==> src/rtl/dmem_arb_pkg.sv <==
// Shared definitions for the data-memory arbiter: FSM encoding, port indices and
// the default starvation limit.
package dmem_arb_pkg;

    typedef enum logic {
        ST_IDLE   = 1'b0,
        ST_LOCKED = 1'b1
    } arb_state_e;

    localparam logic PORT_CORE = 1'b0;
    localparam logic PORT_DBG  = 1'b1;

    localparam int STARVE_LIMIT_DEF = 4;

endpackage

==> src/rtl/arb_prio2.sv <==
// Two-way priority picker: core first, debug when starved or when the memory is
// locked to debug. Grants are one-hot or zero.
module arb_prio2
    import dmem_arb_pkg::*;
(
    input  logic [1:0] req,
    input  logic       starve_ovr,
    input  logic       lock,
    output logic [1:0] gnt
);

    always_comb begin
        gnt = '0;
        if (lock) begin
            gnt[PORT_DBG] = req[PORT_DBG];
        end else if (req[PORT_CORE] && !(starve_ovr && req[PORT_DBG])) begin
            gnt[PORT_CORE] = 1'b1;
        end else if (req[PORT_DBG]) begin
            gnt[PORT_DBG] = 1'b1;
        end
    end

endmodule

==> src/rtl/dmem_arbiter.sv <==
// Arbitrates the single-port data memory between the core MEM stage and the
// debug/loader port, with starvation override and a debug burst lock.
module dmem_arbiter
    import dmem_arb_pkg::*;
#(
    parameter int AW           = 5,
    parameter int DW           = 32,
    parameter int STARVE_LIMIT = STARVE_LIMIT_DEF
) (
    input  logic          clk,
    input  logic          RN,

    input  logic          c_req,
    input  logic          c_we,
    input  logic [AW-1:0] c_addr,
    input  logic [DW-1:0] c_wdata,
    output logic          c_gnt,
    output logic          c_rvalid,
    output logic [DW-1:0] c_rdata,

    input  logic          d_req,
    input  logic          d_we,
    input  logic          d_lock,
    input  logic [AW-1:0] d_addr,
    input  logic [DW-1:0] d_wdata,
    output logic          d_gnt,
    output logic          d_rvalid,
    output logic [DW-1:0] d_rdata,

    output logic          mem_en,
    output logic          mem_we,
    output logic [AW-1:0] mem_addr,
    output logic [DW-1:0] mem_wdata,
    input  logic [DW-1:0] mem_rdata
);

    localparam logic [3:0] LIMIT = 4'(STARVE_LIMIT);

    arb_state_e state;
    logic [3:0] starve_cnt;
    logic       starve_ovr;
    logic [1:0] req;
    logic [1:0] gnt;
    logic       c_rd_p0;
    logic       d_rd_p0;
    logic       rd_live_p1;

    assign starve_ovr     = (starve_cnt == LIMIT);
    assign req[PORT_CORE] = c_req;
    assign req[PORT_DBG]  = d_req;

    arb_prio2 u_prio (
        .req        (req),
        .starve_ovr (starve_ovr),
        .lock       (state == ST_LOCKED),
        .gnt        (gnt)
    );

    assign c_gnt = gnt[PORT_CORE];
    assign d_gnt = gnt[PORT_DBG];

    // Stage p0: winner drives the memory directly, idle bus is all zeros
    always_comb begin
        mem_en    = 1'b0;
        mem_we    = 1'b0;
        mem_addr  = '0;
        mem_wdata = '0;
        if (c_gnt) begin
            mem_en    = 1'b1;
            mem_we    = c_we;
            mem_addr  = c_addr;
            mem_wdata = c_wdata;
        end else if (d_gnt) begin
            mem_en    = 1'b1;
            mem_we    = d_we;
            mem_addr  = d_addr;
            mem_wdata = d_wdata;
        end
    end

    assign c_rd_p0 = c_gnt && !c_we;
    assign d_rd_p0 = d_gnt && !d_we;

    always_ff @(posedge clk or negedge RN) begin
        if (!RN) begin
            state <= ST_IDLE;
        end else begin
            case (state)
                ST_IDLE:   if (d_gnt && d_lock)   state <= ST_LOCKED;
                ST_LOCKED: if (!d_req || !d_lock) state <= ST_IDLE;
                default:                          state <= ST_IDLE;
            endcase
        end
    end

    // Debug waiting while the core keeps winning; saturates so the override holds
    always_ff @(posedge clk or negedge RN) begin
        if (!RN) begin
            starve_cnt <= '0;
        end else if (!d_req || d_gnt) begin
            starve_cnt <= '0;
        end else if (starve_cnt != LIMIT) begin
            starve_cnt <= starve_cnt + 4'd1;
        end
    end

    // Stage p1: memory returns read data one cycle after the grant
    always_ff @(posedge clk or negedge RN) begin
        if (!RN) begin
            c_rvalid <= 1'b0;
            d_rvalid <= 1'b0;
        end else begin
            c_rvalid <= c_rd_p0;
            d_rvalid <= d_rd_p0;
        end
    end

    assign rd_live_p1 = c_rvalid | d_rvalid;
    assign c_rdata    = rd_live_p1 ? mem_rdata : '0;
    assign d_rdata    = rd_live_p1 ? mem_rdata : '0;

endmodule

==> config.mk <==
export PLATFORM = sky130hd
export DESIGN_NAME = dmem_arbiter
export DESIGN_NICKNAME = d
export VERILOG_FILES = /design/src/rtl/dmem_arb_pkg.sv /design/src/rtl/arb_prio2.sv /design/src/rtl/dmem_arbiter.sv
export SDC_FILE = /design/constraint.sdc
export NUM_CORES = 1
export LEC_CHECK = 0
export CAP_MARGIN = 20
export CORE_ASPECT_RATIO = 0.6
export CORE_MARGIN = 2
export CORE_UTILIZATION = 21
export DETAILED_ROUTE_END_ITERATION = 7
export GPL_TIMING_DRIVEN = 0
export PLACE_DENSITY = 0.92
export REMOVE_ABC_BUFFERS = 1
export SLEW_MARGIN = 0
export SYNTH_ARGS = -nofsm -noshare
export SYNTH_HDL_FRONTEND = slang
export SYNTH_HIERARCHICAL = 1
export SYNTH_SLANG_ARGS = --single-unit
export TNS_END_PERCENT = 5
==> constraint.sdc <==
create_clock -name clk -period 2.36 [get_ports clk]
set_clock_uncertainty 0.1 [all_clocks]
set_input_delay 0.236 -clock clk [delete_from_list [all_inputs] [get_ports clk]]
set_output_delay 0.236 -clock clk [all_outputs]
set_load 0.02 [all_outputs]
==> run metrics <==
footprint of the multi-input gates just over 800 µm²; syn_area_per_cell ~8.1 µm²; worst skew pair latency ~0.23 ns; final std cells w/o fill 444; wire per inst 16.53 µm; CTS tree built; crit path time final between 2 and 2.5 ns; power density cells about 330 nW/µm²; sequential area share after synthesis 14.20%; port bufs 219; antenna violations before repair 0; f_max between 400 and 500 MHz; Die W slightly above 100 µm; largest area contributor in the netlist a22o_1; Clock Path Buffers 2; crit-path leading delay family buffers and inverters; EDFF count, synth 0; part of the power in the clock network approximately 14%; most used flip-flop cell after synthesis dfrtp_1; Final Core Density 65.22%; H-tree levels 1; failing checks setup timing; CP startpoint kind flop; Post-DRT Antenna Nets 0; register area 175.2 µm²; Post-DP HPWL about 5.7 mm; Die Height between 60 and 70 µm; vias in the first global route about 2,100; Worst Path Arrival between 2 and 2.5 ns; Reg power frac 10.9%; cell-internal power about 770 µW; Placed Cells slightly above 400; fin crit share 104.2%; worst setup path class reg2out; Critical Path, Cell by Cell inv_1, ha_2, and3b_2, a21oi_4, clkbuf_16, nor2b_4, buf_12, buf_6, buf_16, a22o_1, buf_6; setup repair after global routing missed its margin true; fin nets 480; Via density roughly 4.4; VDD IR max 0.0002001 V; ant diodes 0; DRC 0; first-pass GRT wire length between 10 and 15 mm; DR vias approximately 2,000; Yosys cell types 24; die area between 6000 and 7000 µm²; Net Switching about 450 µW; Max FO, Critical Path 8; Worst Tran Pin Value roughly 0.55 ns; MaxCap Viol Count 0; setup ws final -0.09941 ns; combinational cell fraction of total power approximately 75%; share of layout cells above drive strength 1 between 20% and 30%; clk slew on worst S/H paths ~0.04 ns; status finished with violations; WL final 7.340 mm; area share of the largest cell type after synthesis around a quarter; initial core utilization a little over a fifth; Fillers a little under 500; CP required ~2 ns; Place WS -1.162 ns; First DRT Iteration DRCs 80; CTS sink cnt 7; Ports 220; leak pwr ~0.0016 µW; pin count of the biggest net entering global routing 19; core box area around 5600 µm²; #FFs+latches synth 7; final hold vios 0; dominant cells by area after synthesis a22o_1, buf_4, nor2b_1, dfrtp_1, mux2i_1; total CTS buffers 3; Switching Share between 30 and 40%; Slew headroom around 63%; cell chosen for the clock root clkbuf_8; CP most frequent cell buf_6; Row Count 21; Mapped Area between 1000 and 1500 µm²; Yosys warnings 6; setup violators final 31; GP Congestion about 0.76; crit end category primary output; setup TNS -2.202 ns; total global routing overflow 0; Post-Synthesis Cells ~150; Hold WC Path Type in2async; CTS Hold Bufs 0; Synth async-reset ratio 100.0%; Final Slew Violations 0; total global-route track usage around a fifth; First-pass DRT Iterations 3; Crit-path slowest cell dfrtp_1; Critical Path Max Stage Delay approximately 0.35 ns; final total power about 1200 µW; worst path buffer plus inverter count 6; P&R area growth vs syn 197.3%
-- synth_stat cells, types with 2 or more instances --
cell      count
nor2b_1      35
inv_1         3
a22o_1       37
dfrtp_1       7
nand3b_1      4
nor2_1        2
buf_2         4
nand2_1       2
mux2i_1       4
ha_1          2
buf_4        32
clkbuf_1      9
-- metal layers --
layer,global-route usage (%),part of all wire (%)
met5,0,0
met1,21.87,36
met2,41.23,56
met3,3.663,6.1
met4,6.579,2.2
-- final cells by class --
class | count | area share [%]
timing repair buffer | 251 | 68.78
tap | 80 | 2.729
multi-input combinational | 99 | 22.18
sequential | 7 | 4.777
inverter | 3 | 0.3071
clock buffer | 4 | 1.228
-- kinds of logic (layout without fill, tap and decap cells) --
kind of cell	after synthesis	after routing	share of synthesized area, %
DFF	7	7	14.20
adders and majority gates	2	2	2.028
AOI/OAI and AO/OA	41	42	28.50
and+or+nand+nor	49	50	25.66
buffers and inverters	49	258	25.66
xor gates and xnor gates	1	1	0.7101
muxes	4	4	3.246
-- sequential cells by signal, indices dropped and copies added, names as in the netlist --
register    flops
state           1
starve_cnt      4
d_rvalid        1
c_rvalid        1
-- power groups by stage --
stage | registers [µW] | logic, µW | clock network, µW
2_1_floorplan | 136 | 323 | 0
3_3_place_gp | 135 | 802 | 0
3_5_place_dp | 136 | 829 | 0
4_1_cts | 133 | 866 | 173
5_1_grt | 133 | 968 | 183
6_report | 133 | 918 | 168
-- metrics by stage --
step,hold WS [ns],cell area (µm²)
2_1_floorplan,-0.1596,928.4
3_3_place_gp,0.4189,3221
3_5_place_dp,0.4251,3294
4_1_cts,0.1891,3486
5_1_grt,0.2053,3667
6_report,0.1849,3667
-- worst reg2reg max path: cells and delay by family, from the launching register on --
family / cells / cell delay (ns)
buffers and inverters: 2 / 0.20
AND/OR/NAND/NOR: 2 / 0.77
AO/OA/AOI/OAI: 1 / 0.23
multiplexers: 1 / 0.13
adder cells (fa/ha/maj): 1 / 0.16
flip-flops: 1 / 0.35
-- cell usage in the layout, fill, tap and decap left out, drive strengths merged, types with 3 or more instances in the layout --
| cell type | count |
|---|---|
| clkdlybuf4s50 | 177 |
| buf | 68 |
| a22o | 37 |
| nor2b | 36 |
| dfrtp | 7 |
| clkbuf | 5 |
| mux2i | 4 |
| nand3b | 4 |
| inv | 3 |
| dlygate4sd2 | 3 |
-- worst paths after layout --
path,endpoint,slack [ns],cells past startpoint,start
max,mem_wdata[15],-0.1,11,starve_cnt[0]
min,starve_cnt[0],0.18,1,RN
max reg2reg,starve_cnt[3],0.33,7,starve_cnt[0]
min reg2reg,starve_cnt[3],0.49,2,starve_cnt[3]
max in group asynchronous,d_rvalid,1.72,1,RN
min in group clk,d_rvalid,0.48,2,d_we
-- what timing repair did --
| item | 4_1_cts | 5_1_grt |
|---|---|---|
| setup endpoints to repair | 42 | 40 |
| endpoints found under the hold margin | 0 | 0 |
| pin swaps | 4 | 4 |
| buffers inserted | 22 | 5 |
| resized for setup | 178 | 44 |
| cloned | 5 | 0 |
No activity file was read; power rests on OpenSTA's default activity.
